`config.mk`:
```
export PLATFORM = sky130hd
export DESIGN_NAME = mult_shift_add
export DESIGN_NICKNAME = d
export VERILOG_FILES = /design/src/rtl/mult_pkg.sv /design/src/rtl/adder_nbits.sv /design/src/rtl/mult_shift_add.sv
export SDC_FILE = /design/constraint.sdc
export NUM_CORES = 1
export LEC_CHECK = 0
export ABC_CLOCK_PERIOD_IN_PS = 3370
export CORE_MARGIN = 10
export CORE_UTILIZATION = 55
export CTS_CLUSTER_DIAMETER = 200
export DETAILED_ROUTE_END_ITERATION = 10
export DONT_BUFFER_PORTS = 1
export HOLD_SLACK_MARGIN = 0.1
export PLACE_DENSITY = 0.73
export REMOVE_ABC_BUFFERS = 1
export SYNTH_ARGS = -nofsm -noshare
export SYNTH_HDL_FRONTEND = slang
export SYNTH_SLANG_ARGS = --single-unit
```
`constraint.sdc`:
```
create_clock -name clk_i -period 3.37 [get_ports clk_i]
set_input_delay 0.337 -clock clk_i [delete_from_list [all_inputs] [get_ports clk_i]]
set_output_delay 0.337 -clock clk_i [all_outputs]
set_load 0.02 [all_outputs]
```
`src/rtl/mult_pkg.sv`:
```
// Shared types for the shift-and-add multiplier: FSM state encoding and counter sizing.
package mult_pkg;

  typedef enum logic [1:0] {
    IDLE = 2'd0,
    RUN  = 2'd1,
    DONE = 2'd2
  } mult_state_t;

  // Counter only has to hold WIDTH-1, so $clog2(WIDTH) bits suffice (WIDTH >= 2).
  function automatic int cnt_width(input int width);
    return $clog2(width);
  endfunction

endpackage

```
`src/rtl/adder_nbits.sv`:
```
// Ripple-carry adder: s_o/c_o = a_i + b_i + c_i, purely combinational.
// Latency 0; no flow control.
module adder_nbits #(
  parameter int WIDTH = 8
) (
  input  logic [WIDTH-1:0] a_i,
  input  logic [WIDTH-1:0] b_i,
  input  logic             c_i,
  output logic [WIDTH-1:0] s_o,
  output logic             c_o
);

  logic [WIDTH:0] carry;

  assign carry[0] = c_i;

  for (genvar i = 0; i < WIDTH; i++) begin : g_bit
    assign s_o[i]       = a_i[i] ^ b_i[i] ^ carry[i];
    assign carry[i+1]   = (a_i[i] & b_i[i]) | (carry[i] & (a_i[i] ^ b_i[i]));
  end

  assign c_o = carry[WIDTH];

endmodule

```
`src/rtl/mult_shift_add.sv`:
```
// Sequential unsigned WIDTH x WIDTH multiplier, one partial product per clock.
// Latency WIDTH+1 cycles from accepted start to done_o; start_i ignored while busy.
// MULT_ZERO_SKIP_EN: zero operand completes in 1 cycle without entering RUN.
module mult_shift_add #(
  parameter int WIDTH = 8
) (
  input  logic               clk_i,
  input  logic               rst_i,
  input  logic               start_i,
  input  logic [WIDTH-1:0]   a_i,
  input  logic [WIDTH-1:0]   b_i,
  output logic               busy_o,
  output logic               done_o,
  output logic [2*WIDTH-1:0] p_o
);

  import mult_pkg::*;

  localparam int CW = cnt_width(WIDTH);

  mult_state_t        state_q, state_d;
  logic [WIDTH-1:0]   mcand_q;
  logic [WIDTH-1:0]   acc_hi_q;
  logic [WIDTH-1:0]   acc_lo_q;
  logic [CW-1:0]      cnt_q;
  logic [2*WIDTH-1:0] p_q;

  logic [WIDTH-1:0]   sum;
  logic               carry;
  logic [2*WIDTH-1:0] acc_nxt;
  logic               start_zero;

  adder_nbits #(
    .WIDTH(WIDTH)
  ) u_adder (
    .a_i(acc_hi_q),
    .b_i(mcand_q),
    .c_i(1'b0),
    .s_o(sum),
    .c_o(carry)
  );

  // Carry-out becomes the new top bit after the shift, so the full sum is kept.
  always_comb begin
    acc_nxt = {1'b0, acc_hi_q, acc_lo_q[WIDTH-1:1]};
    if (acc_lo_q[0]) begin
      acc_nxt = {carry, sum, acc_lo_q[WIDTH-1:1]};
    end
  end

`ifdef MULT_ZERO_SKIP_EN
  assign start_zero = (a_i == '0) || (b_i == '0);
`else
  assign start_zero = 1'b0;
`endif

  always_ff @(posedge clk_i) begin
    if (rst_i) begin
      state_q <= IDLE;
    end else begin
      state_q <= state_d;
    end
  end

  always_comb begin
    state_d = state_q;
    case (state_q)
      IDLE: begin
        if (start_i) begin
          state_d = start_zero ? DONE : RUN;
        end
      end
      RUN: begin
        if (cnt_q == '0) begin
          state_d = DONE;
        end
      end
      DONE:    state_d = IDLE;
      default: state_d = IDLE;
    endcase
  end

  always_ff @(posedge clk_i) begin
    if (rst_i) begin
      mcand_q  <= '0;
      acc_hi_q <= '0;
      acc_lo_q <= '0;
      cnt_q    <= '0;
      p_q      <= '0;
    end else begin
      case (state_q)
        IDLE: begin
          if (start_i) begin
            mcand_q  <= a_i;
            acc_hi_q <= '0;
            acc_lo_q <= b_i;
            cnt_q    <= CW'(WIDTH - 1);
            if (start_zero) begin
              p_q <= '0;
            end
          end
        end
        RUN: begin
          {acc_hi_q, acc_lo_q} <= acc_nxt;
          if (cnt_q == '0) begin
            p_q <= acc_nxt;
          end else begin
            cnt_q <= cnt_q - 1'b1;
          end
        end
        default: ;
      endcase
    end
  end

  assign busy_o = (state_q == RUN);
  assign done_o = (state_q == DONE);
  assign p_o    = p_q;

endmodule

```
==> results.toml <==
[die]
start_util = 0.582
floorplan.die.width_um = 80.1
die-area_um2 = 6420
die_y_um = 80.1
core-area_um2 = 3420
num_rows = 21
ios = 37

[global_routing]
grt.total_usage = 0.150
use_met3 = 0.0612
grt_use_met2 = 0.256
grt.overflow.total = 0
grt_max_degree = 32
grt_antenna_before_repair = 0
global_route_wire_length_before_repair_um = 7700
busiest_layer = "met2"
number_of_global_route_vias_before_repair = 1658
gr-usage-met1 = 0.158

[placement]
place.detailed.hpwl_um = 3020
port-buffer-count = 0
dpl_worst_slack_ps = -393
finalWeightedCongestion = 0.769
placed_cell_area_um2 = 2000

[routing]
iteration_0_drc_markers = 164
drt_pass1_iterations = 4
drc = 0
routed-via-count = 1568
postRouteAntennaNets = 0
post_route_wl_um = 4570
detail_route.vias_per_cell = 5.74
routedWlPerCell_um = 16.7

[synth]
yosys_register_bits = 45
post-synth-top-area-cell = "sky130_fd_sc_hd__dfxtp_1"
syn-cell-area_um2 = 1990
main_combinational_cell_family_by_area_after_synthesis = "compound AO/OA/AOI/OAI gates"
synth-compound-area-share = 0.212
yosysUniqueCellTypes = 35
synth_largest_type_area_fraction = 0.453
yosys-top-cells-area = "sky130_fd_sc_hd__dfxtp_1 45%, sky130_fd_sc_hd__fa_1 7.0%, sky130_fd_sc_hd__a22o_1 6.6%"
postSynth.topFlopCell = "sky130_fd_sc_hd__dfxtp_1"
syn-instance-count = 203
synth_simple_gate_area_frac = 0.115
post_synthesis_sequential_area_ratio = 0.453
async_reset_ff_frac = 0
synth-edff-count = 0
synth-adder-area-share = 0.0894
post_synth_xor_area_fraction = 0
yosys_warnings = 0
mux_cell_area_share_after_synthesis = 0.0573
syn-mean-instance-area_um2 = 9.79

[timing]
setup_tns_ps = -262
timing.hold.ws_ps = 20.0
max_slew_margin_vs_limit = 0.158
max_clk_rate_mhz = 285
timing.clock.skew_ps = 11.4
finalSetupViolations = 2
final-max-slew-violation-count = 0
fin_crit_sh = 1.04
max_slew.worst_pin.slew_ps = 1260
final_min_period_ps = 3500
layout_setup_ws_ps = -134
timing.final.hold_violations = 0
rsz0062_at_grt = "yes"

[critical_path]
cp_max_fo = 2
cp-end-kind = "flip-flop"
path_buf_inv = 4
critical_path.startpoint_type = "flip-flop"
setup.worst_path.class = "reg2reg"
crit_arrival_ps = 3780
crit_path_cell_trace = "ha_1 -> inv_1 -> fa_2 -> fa_2 -> inv_2 -> fa_1 -> inv_1 -> fa_2 -> fa_2 -> fa_2 -> inv_2 -> fa_1 -> mux2_4 -> a22oi_2 -> nor2_1"
cp_slowest_stage_delay_ps = 420
cpLargestDelayFamily = "adder cells"
timing.rr.start = "mcand_q[0]"
worstSetupStartpoint = "mcand_q[0]"
crit_slowest_cell = "sky130_fd_sc_hd__fa_1"
cp_data_required_time_ps = 3650
critPathMostFrequentCell = "sky130_fd_sc_hd__fa_2"

[cts]
max-clock-path-buffers = 2
ctsHtreeMaxLevel = 2
path_clk_slew_ps = 130
clock_buffer_count_from_cts = 5
cts_tree = "yes"
cts_setup_buffers = 0
clock_sink_count = 45
cell_at_the_root_of_the_clock_tree = "sky130_fd_sc_hd__clkbuf_4"
worstSkewPairLatency_ps = 370

[finish]
nNetsFinal = 255
layout_cell_area_excl_fill_um2 = 2360
diodes = 0
area_growth_pct = 18.6
final_layout_size_suffix_gt1_frac = 0.141
number_of_filler_cells_placed_in_the_layout = 275

[status]
run_status = "finished, violations left"
violations = "negative setup slack"

[power]
leakage_dissipation_nw = 0.962
power_per_cell_area_nw_per_um2 = 485
max-vdd-ir-drop_v = 0.000303
report.power.total_mw = 1.14

[worst_hold_path]
hold_start = "rst_i"
min_path_type = "in2reg"

[flow_run]
drv.max_cap_violation_count = 0
[stage by stage]
stage	util	std cells
after global routing	0.690	273
after detailed placement	0.585	240
after floorplan	-	190
after CTS	0.687	272
final	0.690	273
after global placement	0.585	240
[Yosys cell counts (all sizes together), types with 2 or more instances]
cell	instances
a21oi	20
a22o	15
dfxtp	45
mux2i	8
nand2	13
mux2	3
nor2	25
inv	17
a22oi	3
nand2b	2
a211o	5
nand3b	2
a211oi	8
clkbuf	4
fa	7
ha	3
buf	9
[worst paths after layout]
| check | to | slack [ps] | cells after the start |
|---|---|---|---|
| worst max-delay path | acc_hi_q[6] | -130 | 15 |
| worst min-delay path | acc_hi_q[5] | 20 | 1 |
| worst max register to register | acc_hi_q[6] | -130 | 15 |
| worst min register to register | acc_hi_q[5] | 480 | 2 |
[power by group]
part / internal, mW / total [mW] / switching (mW)
Clock: 0.157 / 0.339 / 0.182
Combinational: 0.0954 / 0.199 / 0.103
Sequential: 0.566 / 0.606 / 0.0397
[final cells by class]
type	instances	area [um2]	area share
clock buffers	5	37.5	0.0159
clock inverters	3	46.3	0.0196
repair buffers	29	280	0.119
well taps	46	57.6	0.0244
multi-input cells	128	968	0.411
flip-flops and latches	45	903	0.383
inverters	17	63.8	0.0271
[cells in the final DEF, fill, tap and decap left out, types with 3 or more instances in the layout]
| master | count |
|---|---|
| sky130_fd_sc_hd__nor2_1 | 24 |
| sky130_fd_sc_hd__dfxtp_1 | 43 |
| sky130_fd_sc_hd__a21oi_1 | 20 |
| sky130_fd_sc_hd__a211o_1 | 5 |
| sky130_fd_sc_hd__clkbuf_4 | 5 |
| sky130_fd_sc_hd__fa_2 | 5 |
| sky130_fd_sc_hd__a22o_1 | 15 |
| sky130_fd_sc_hd__mux2i_1 | 8 |
| sky130_fd_sc_hd__inv_2 | 3 |
| sky130_fd_sc_hd__buf_4 | 4 |
| sky130_fd_sc_hd__nand2_1 | 13 |
| sky130_fd_sc_hd__dlygate4sd3_1 | 25 |
| sky130_fd_sc_hd__ha_1 | 3 |
| sky130_fd_sc_hd__inv_1 | 14 |
| sky130_fd_sc_hd__a211oi_1 | 8 |
[cells by family (layout without fill, tap and decap cells)]
| group | count (synthesis) | count (layout) |
|---|---|---|
| fa+ha+maj | 10 | 10 |
| buf+inv | 30 | 54 |
| compound gates | 59 | 59 |
| flops | 45 | 45 |
| simple gates | 48 | 48 |
| mux | 11 | 11 |
[state kept, by name (all words and copies together), names as in the netlist]
register / count
p_o: 16
acc_hi_q: 8
acc_lo_q: 8
mcand_q: 8
cnt_q: 3
state_q: 2
[routing by layer]
layer	wire (um)	vias up
met4	55	0
met1	1730	766
li1	-	745
met5	0	-
met3	412	7
met2	2370	50
[repair_timing]
action | in CTS | in global routing
setup endpoints to repair | 2 | 3
endpoints found under the hold margin | 28 | 5
hold buffers | 24 | 1
pin swaps | 2 | 2
gates resized for setup | 11 | 0
(Power assumes the default switching activity.)
